==> src/rtl/pipe_pkg.sv <==
// Shared definitions for the 5-stage MIPS pipeline registers: datapath widths,
// ALUOp encodings and the packed control bundle carried from ID to EX.
package pipe_pkg;

   localparam int DATA_W  = 32;
   localparam int REG_AW  = 5;
   localparam int ALUOP_W = 2;

   localparam logic [ALUOP_W-1:0] ALUOP_ADD   = 2'b00;
   localparam logic [ALUOP_W-1:0] ALUOP_SUB   = 2'b01;
   localparam logic [ALUOP_W-1:0] ALUOP_RTYPE = 2'b10;

   typedef struct packed {
      logic               RegWrite;
      logic               MemtoReg;
      logic               MemRead;
      logic               MemWrite;
      logic               Branch;
      logic               ALUSrc;
      logic               RegDst;
      logic [ALUOP_W-1:0] ALUOp;
   } ctrl_t;

   localparam int CTRL_W = $bits(ctrl_t);

endpackage

==> src/rtl/pipe_field_reg.sv <==
// Width-parameterised pipeline field register. Priority on each rising edge:
// synchronous active-low clear, then hold, then bubble (load zero), else load.
module pipe_field_reg #(
   parameter int W = 8
) (
   input  logic         clk,
   input  logic         reset,
   input  logic         i_hold,
   input  logic         i_bubble,
   input  logic [W-1:0] i_d,
   output logic [W-1:0] o_q
);

   logic [W-1:0] r_q;

   // Field storage: clear, freeze, squash to zero, or capture the new value.
   always_ff @(posedge clk) begin
      if (!reset) begin
         r_q <= '0;
      end else if (i_hold) begin
         r_q <= r_q;
      end else if (i_bubble) begin
         r_q <= '0;
      end else begin
         r_q <= i_d;
      end
   end

   assign o_q = r_q;

endmodule

==> src/rtl/id_ex_stage_reg.sv <==
// ID/EX pipeline register. Captures decoded control, operands and register
// specifiers from ID for use in EX one cycle later. A bubble (all fields and
// EX_Valid zero) is inserted on flush or a load-use nop_mux request, and
// EX_Hold freezes everything. Defining ID_EX_BUBBLE_CNT_EN adds the
// bubble_count and load_use_count statistic outputs.
module id_ex_stage_reg #(
   parameter int DATA_W = pipe_pkg::DATA_W,
   parameter int REG_AW = pipe_pkg::REG_AW
) (
   input  logic              clk,
   input  logic              reset,
   input  logic              nop_mux,
   input  logic              flush,
   input  logic              EX_Hold,
   input  logic              ID_RegWrite,
   input  logic              ID_MemtoReg,
   input  logic              ID_MemRead,
   input  logic              ID_MemWrite,
   input  logic              ID_Branch,
   input  logic              ID_ALUSrc,
   input  logic              ID_RegDst,
   input  logic [1:0]        ID_ALUOp,
   input  logic [DATA_W-1:0] ID_PC4,
   input  logic [DATA_W-1:0] ID_ReadData1,
   input  logic [DATA_W-1:0] ID_ReadData2,
   input  logic [DATA_W-1:0] ID_SignExt,
   input  logic [REG_AW-1:0] ID_rs,
   input  logic [REG_AW-1:0] ID_rt,
   input  logic [REG_AW-1:0] ID_rd,
   output logic              EX_RegWrite,
   output logic              EX_MemtoReg,
   output logic              EX_MemRead,
   output logic              EX_MemWrite,
   output logic              EX_Branch,
   output logic              EX_ALUSrc,
   output logic              EX_RegDst,
   output logic [1:0]        EX_ALUOp,
   output logic [DATA_W-1:0] EX_PC4,
   output logic [DATA_W-1:0] EX_ReadData1,
   output logic [DATA_W-1:0] EX_ReadData2,
   output logic [DATA_W-1:0] EX_SignExt,
   output logic [REG_AW-1:0] EX_rs,
   output logic [REG_AW-1:0] EX_rt,
   output logic [REG_AW-1:0] EX_rd,
   output logic              EX_Valid
`ifdef ID_EX_BUBBLE_CNT_EN
   ,
   output logic [31:0]       bubble_count,
   output logic [31:0]       load_use_count
`endif
);

   import pipe_pkg::*;

   localparam int DATA_GRP_W = 4 * DATA_W;
   localparam int SPEC_GRP_W = 3 * REG_AW;

   logic                  w_bubble;
   ctrl_t                 w_idCtrl;
   ctrl_t                 w_exCtrl;
   logic [DATA_GRP_W-1:0] w_idData;
   logic [DATA_GRP_W-1:0] w_exData;
   logic [SPEC_GRP_W-1:0] w_idSpec;
   logic [SPEC_GRP_W-1:0] w_exSpec;

   // Flush and load-use stall both squash the incoming instruction identically.
   assign w_bubble = flush | nop_mux;

   assign w_idCtrl.RegWrite = ID_RegWrite;
   assign w_idCtrl.MemtoReg = ID_MemtoReg;
   assign w_idCtrl.MemRead  = ID_MemRead;
   assign w_idCtrl.MemWrite = ID_MemWrite;
   assign w_idCtrl.Branch   = ID_Branch;
   assign w_idCtrl.ALUSrc   = ID_ALUSrc;
   assign w_idCtrl.RegDst   = ID_RegDst;
   assign w_idCtrl.ALUOp    = ID_ALUOp;

   assign w_idData = {ID_PC4, ID_ReadData1, ID_ReadData2, ID_SignExt};
   assign w_idSpec = {ID_rs, ID_rt, ID_rd};

   pipe_field_reg #(.W(CTRL_W)) u_ctrlReg (
      .clk      (clk),
      .reset    (reset),
      .i_hold   (EX_Hold),
      .i_bubble (w_bubble),
      .i_d      (w_idCtrl),
      .o_q      (w_exCtrl)
   );

   pipe_field_reg #(.W(DATA_GRP_W)) u_dataReg (
      .clk      (clk),
      .reset    (reset),
      .i_hold   (EX_Hold),
      .i_bubble (w_bubble),
      .i_d      (w_idData),
      .o_q      (w_exData)
   );

   pipe_field_reg #(.W(SPEC_GRP_W)) u_specReg (
      .clk      (clk),
      .reset    (reset),
      .i_hold   (EX_Hold),
      .i_bubble (w_bubble),
      .i_d      (w_idSpec),
      .o_q      (w_exSpec)
   );

   // The valid flag loads a constant 1, so a bubble or reset is what marks EX empty.
   pipe_field_reg #(.W(1)) u_validReg (
      .clk      (clk),
      .reset    (reset),
      .i_hold   (EX_Hold),
      .i_bubble (w_bubble),
      .i_d      (1'b1),
      .o_q      (EX_Valid)
   );

   assign EX_RegWrite = w_exCtrl.RegWrite;
   assign EX_MemtoReg = w_exCtrl.MemtoReg;
   assign EX_MemRead  = w_exCtrl.MemRead;
   assign EX_MemWrite = w_exCtrl.MemWrite;
   assign EX_Branch   = w_exCtrl.Branch;
   assign EX_ALUSrc   = w_exCtrl.ALUSrc;
   assign EX_RegDst   = w_exCtrl.RegDst;
   assign EX_ALUOp    = w_exCtrl.ALUOp;

   assign {EX_PC4, EX_ReadData1, EX_ReadData2, EX_SignExt} = w_exData;
   assign {EX_rs, EX_rt, EX_rd} = w_exSpec;

`ifdef ID_EX_BUBBLE_CNT_EN
   logic [31:0] r_bubbleCount;
   logic [31:0] r_loadUseCount;

   // Statistics: every inserted bubble, and separately those caused purely by load-use.
   always_ff @(posedge clk) begin
      if (!reset) begin
         r_bubbleCount  <= '0;
         r_loadUseCount <= '0;
      end else if (!EX_Hold) begin
         if (w_bubble) begin
            r_bubbleCount <= r_bubbleCount + 32'd1;
         end
         if (nop_mux && !flush) begin
            r_loadUseCount <= r_loadUseCount + 32'd1;
         end
      end
   end

   assign bubble_count   = r_bubbleCount;
   assign load_use_count = r_loadUseCount;
`endif

endmodule

==> config.mk <==
export PLATFORM = sky130hd
export DESIGN_NAME = id_ex_stage_reg
export DESIGN_NICKNAME = d
export VERILOG_FILES = /design/src/rtl/pipe_pkg.sv /design/src/rtl/pipe_field_reg.sv /design/src/rtl/id_ex_stage_reg.sv
export SDC_FILE = /design/constraint.sdc
export NUM_CORES = 1
export LEC_CHECK = 0
export ABC_CLOCK_PERIOD_IN_PS = 3800
export BUFFER_PORTS_ARGS = -buffer_cell sky130_fd_sc_hd__buf_2
export CAP_MARGIN = 20
export CORE_MARGIN = 2
export CORE_UTILIZATION = 45
export DETAILED_ROUTE_END_ITERATION = 8
export GPL_TIMING_DRIVEN = 0
export PLACE_DENSITY = 0.84
export SETUP_SLACK_MARGIN = 0.02
export SYNTH_ARGS = -nofsm -noshare
export SYNTH_HDL_FRONTEND = slang
export SYNTH_SLANG_ARGS = --single-unit
==> constraint.sdc <==
create_clock -name clk -period 3.8 [get_ports clk]
set_input_delay 0.76 -clock clk [delete_from_list [all_inputs] [get_ports clk]]
set_output_delay 0.76 -clock clk [all_outputs]
set_load 0.005 [all_outputs]
======== Word-level counts from Yosys, hierarchy flattened ========
Cells that the tools add are included.
operators by class
  multiplexer cells ....................... 4
  bitwise logic cells ..................... 1
operators with widths
  kind                 count
  128-bit two-way mux  1
  15-bit two-way mux   1
  9-bit two-way mux    1
  1-bit two-way mux    1
  1-bit OR             1
storage, ports and cells
  output and inout port bits .............. 153
  register bits after elaboration ......... 153
  input port bits ......................... 157
  logic and storage cells ................. 9

======== Depth between registers and ports, before layout ========
  word-level depth ........................ 2
  mapped depth ............................ 6
  mapped depth without buffers ............ 2

======== Hierarchy ========
Synthesis repeated with hierarchy kept, for this count alone.
unflattened totals
  cell total of the unflattened synthesis .. 679
  area, all modules ....................... 5736.8 µm²
modules (own cells, without submodules)
  module                        seq. area each (µm²)  area each (µm²)  instances  cells each
  pipe_field_reg at u_dataReg   2562.5                4703.3           1          568
  pipe_field_reg at u_specReg   300.3                 598.1            1          66
  pipe_field_reg at u_ctrlReg   180.2                 384.1            1          40
  pipe_field_reg at u_validReg  20.0                  41.3             1          3
  id_ex_stage_reg               0.0                   10.0             1          2

======== Least setup slack after synthesis ========
OpenSTA, ideal clock, no wires.
  path kind ............................... input port to flip-flop
  from .................................... input nop_mux
  to ...................................... register u_dataReg.r_q[100], in the netlist u_dataReg.o_q[100]
  stages .................................. 5
  setup time .............................. 0.070 ns
  slack ................................... 2.010 ns
  path buffers ............................ 3
  arrival time ............................ 1.720 ns
  data required time ...................... 3.730 ns
  path through ............................ buf_6 buf_12 buf_6 or4b_1 a21boi_1
between the ends
  cells in the longest elaborated chain, start to end .. 2
RTL lines
  what                    line                   RTL
  start: declaration      id_ex_stage_reg.sv:12  input logic nop_mux,
  1-bit OR                id_ex_stage_reg.sv:67  assign w_bubble = flush | nop_mux;
  128-bit two-way mux     pipe_field_reg.sv:22   end else if (i_bubble) begin
  end signal: assignment  pipe_field_reg.sv:21   r_q <= r_q;
  end signal: assignment  pipe_field_reg.sv:25   r_q <= i_d;
  end: declaration        pipe_field_reg.sv:14   logic [W-1:0] r_q;
No other way between the ends.
A chain may end at the register's enable or synchronous reset.

======== Worst setup path after layout ========
  from .................................... input reset
  to ...................................... register u_specReg.r_q[13], in the netlist u_specReg.o_q[13]
RTL lines
  what                    line                   RTL
  start: declaration      id_ex_stage_reg.sv:11  input logic reset,
  end signal: assignment  pipe_field_reg.sv:21
  end signal: assignment  pipe_field_reg.sv:25
  end: declaration        pipe_field_reg.sv:14
No word-level cell between the ends.

==> run_results.csv <==
group,metric,value,unit
cells_and_area,fin_nets,1177,
timing,relSlewSlack,58.8,%
cts,clock-sinks,153,
grt,gr-total-overflow,0,
logic_synthesis,synth_cell_type_count,9,
routing,ant_nets,0,
floorplanning,initial_standard_cell_utilization_of_the_core,45.5,%
power,powerDensity,399,nW/um^2
timing,setup_repair_after_global_routing_missed_its_margin,"no",
routing,drt-vias-per-instance,5.28,
timing,clock_skew,0,ns
timing,final-setup-viol-count,0,
cts,clock_input_transition_at_the_sequential_cells_of_the_worst_setup_and_hold_paths,0.06,ns
critical_path,worst_ep_arrival_time,2.17,ns
timing,setup_slack,1.97,ns
logic_synthesis,yosys_warnings,0,
timing,layout_min_cycle_time,1.83,ns
cells_and_area,drive_above_1_share,38.1,%
logic_synthesis,syn-instance-count,696,
cts,clk-insertion-delay-late,0.41,ns
timing,report.final.slew_viol_count,0,
cts,tritoncts,"done",
grt,antenna_found_initial,0,
place,placed_area,8600,um^2
cts,htreeDepth,4,
grt,global_route.usage.total,24.0,%
power,combinational_power_share,10.4,%
floorplanning,num_rows,45,
status,status,"finished clean",
routing,wirelength,20000,um
power,switching_power,884,uW
cells_and_area,diodes,0,
floorplanning,core_area,15000,um^2
min_path,worstHoldPathType,"register to register",
timing,finalHoldViolCount,0,
logic_synthesis,ys_seq_area_share,44.8,%
grt,maximum_number_of_pins_on_one_net_before_global_route_repair,17,
critical_path,reg2reg_slack,3.15,ns
cells_and_area,post-route-cell-area,9150,um^2
grt,grt_pass1_wl,31000,um
place,place.port_buffers,305,
logic_synthesis,synthesized_area,6830,um^2
floorplanning,die_y,127,um
cts,postCtsHoldBufs,0,
critical_path,worst-setup-path-type,"primary input to register",
place,pre_cts_slack,1.52,ns
flow_run,cap_viol_max_count,0,
routing,num_vias,6438,
timing,slew_at_the_pin_closest_to_its_max_slew_limit,0.618,ns
power,power.switching_fraction,24.2,%
floorplanning,fp.dieArea,16200,um^2
floorplanning,io_pins,310,
routing,detailedRoute.firstIterationViolations,239,
cts,ctsRootBufferMaster,"clkbuf_16",
timing,totalNegativeSetupSlack,0,ns
place,finalWeightedCongestion,0.807,
power,fraction_of_power_consumed_by_the_clock_network,44.0,%
cells_and_area,final_core_util,60.9,%
timing,layout_worst_path_cycle_share,48.1,%
logic_synthesis,yosys_register_bits,153,
routing,drt_pre_antenna_iters,4,
timing,highest_achievable_clock_rate,547,MHz
power,p_leak,4.06,nW
routing,route.detailed.drc,0,
critical_path,endpoint_kind,"register",
logic_synthesis,synth_nets,853,
power,vdd.ir_drop.worst,0.317,mV
floorplanning,fp.dieW,127,um
grt,first_global_vias,6042,
cells_and_area,synthesis_to_layout_area_growth,33.9,%
critical_path,worst-endpoint-required,4.14,ns
routing,detail_route.wl_per_cell,16.4,um
cts,cts.repair.resized,0,
critical_path,largest_driver_fanout_on_the_critical_path,10,
critical_path,start_kind,"primary input",
power,seqPwrFrac,45.6,%
logic_synthesis,syn-mean-instance-area,9.82,um^2
power,internal_power,2.77,mW
cts,post_cts.repair.setup_buffers,0,
cts,cts_buffer_count,17,
cts,clockBufferDepth,2,
place,hpwl,14800,um
sequential cells by signal, indices dropped and copies added, names as in the netlist:
name,cells
u_ctrlReg.o_q,9
u_validReg.o_q,1
u_dataReg.o_q,128
u_specReg.o_q,15
layer usage:
layer / vias up / wire, um / GRT usage (%)
met5: - / 0 / 0
met4: 0 / 261 / 6.66
met3: 23 / 1700 / 7.96
met2: 258 / 9730 / 41.1
met1: 2978 / 8310 / 28.9
li1: 3179 / - / -
critical path, stage by stage:
cell and delay (ns):
buf_2 0.22, clkbuf_1 0.51, clkbuf_1 0.45, a21boi_1 0.22
cell usage in the layout, fill, tap and decap left out:
| cell | n |
|---|---|
| clkinv_4 | 2 |
| or3_1 | 1 |
| a21boi_1 | 153 |
| bufinv_16 | 1 |
| clkinvlp_4 | 2 |
| clkbuf_16 | 17 |
| dfxtp_1 | 153 |
| clkbuf_8 | 2 |
| clkinv_2 | 6 |
| nand2_1 | 153 |
| buf_6 | 19 |
| buf_2 | 342 |
| or4b_1 | 152 |
| buf_12 | 1 |
| clkbuf_1 | 27 |
| inv_6 | 1 |
final cells by class:
cell class              instances  area, um^2
clock inverters                12         101
clock buffers                  19         453
plain buffers                  84         520
repair buffers                305        1530
well taps                     188         235
multi-input cells             459        3250
flip-flops and latches        153        3060
fillers                      1294        5880
worst paths after layout:
kind	startpoint	endpoint	cells past startpoint
worst max-delay path	reset	u_specReg.o_q[13]	4
worst min-delay path	u_validReg.o_q	u_validReg.o_q	2
worst max register to register	u_dataReg.o_q[91]	u_dataReg.o_q[91]	2
worst min register to register	u_validReg.o_q	u_validReg.o_q	2
synth_stat cells:
cell / number / share of area, %
a21boi_1: 153 / 17
buf_12: 1 / 0.29
buf_2: 37 / 2.7
buf_6: 19 / 3.1
clkbuf_1: 27 / 1.5
dfxtp_1: 153 / 45
nand2_1: 153 / 8.4
or3_1: 1 / 0.092
or4b_1: 152 / 22
power groups by stage:
stage / registers, mW / logic (mW) / clock network [mW]
after floorplan: 1.70 / 0.200 / 0
after global placement: 1.70 / 0.381 / 0
after detailed placement: 1.70 / 0.382 / 0
after CTS: 1.66 / 0.383 / 1.63
after global routing: 1.67 / 0.419 / 1.71
final: 1.66 / 0.380 / 1.61
logic make-up after synthesis:
logic type             share of synthesized area, %
buffers and inverters                          7.62
DFF                                            44.8
and+or+nand+nor                                30.8
AOI/OAI and AO/OA                              16.8
per-stage QoR:
step                      total power, mW  hold WS, ns  cells
after floorplan                      1.90        0.451    696
after global placement               2.08        0.447   1189
after detailed placement             2.08        0.451   1189
after CTS                            3.68        0.460   1220
after global routing                 3.79        0.472   1220
final                                3.65        0.457   1220
Power figures use the tool's default switching activity.
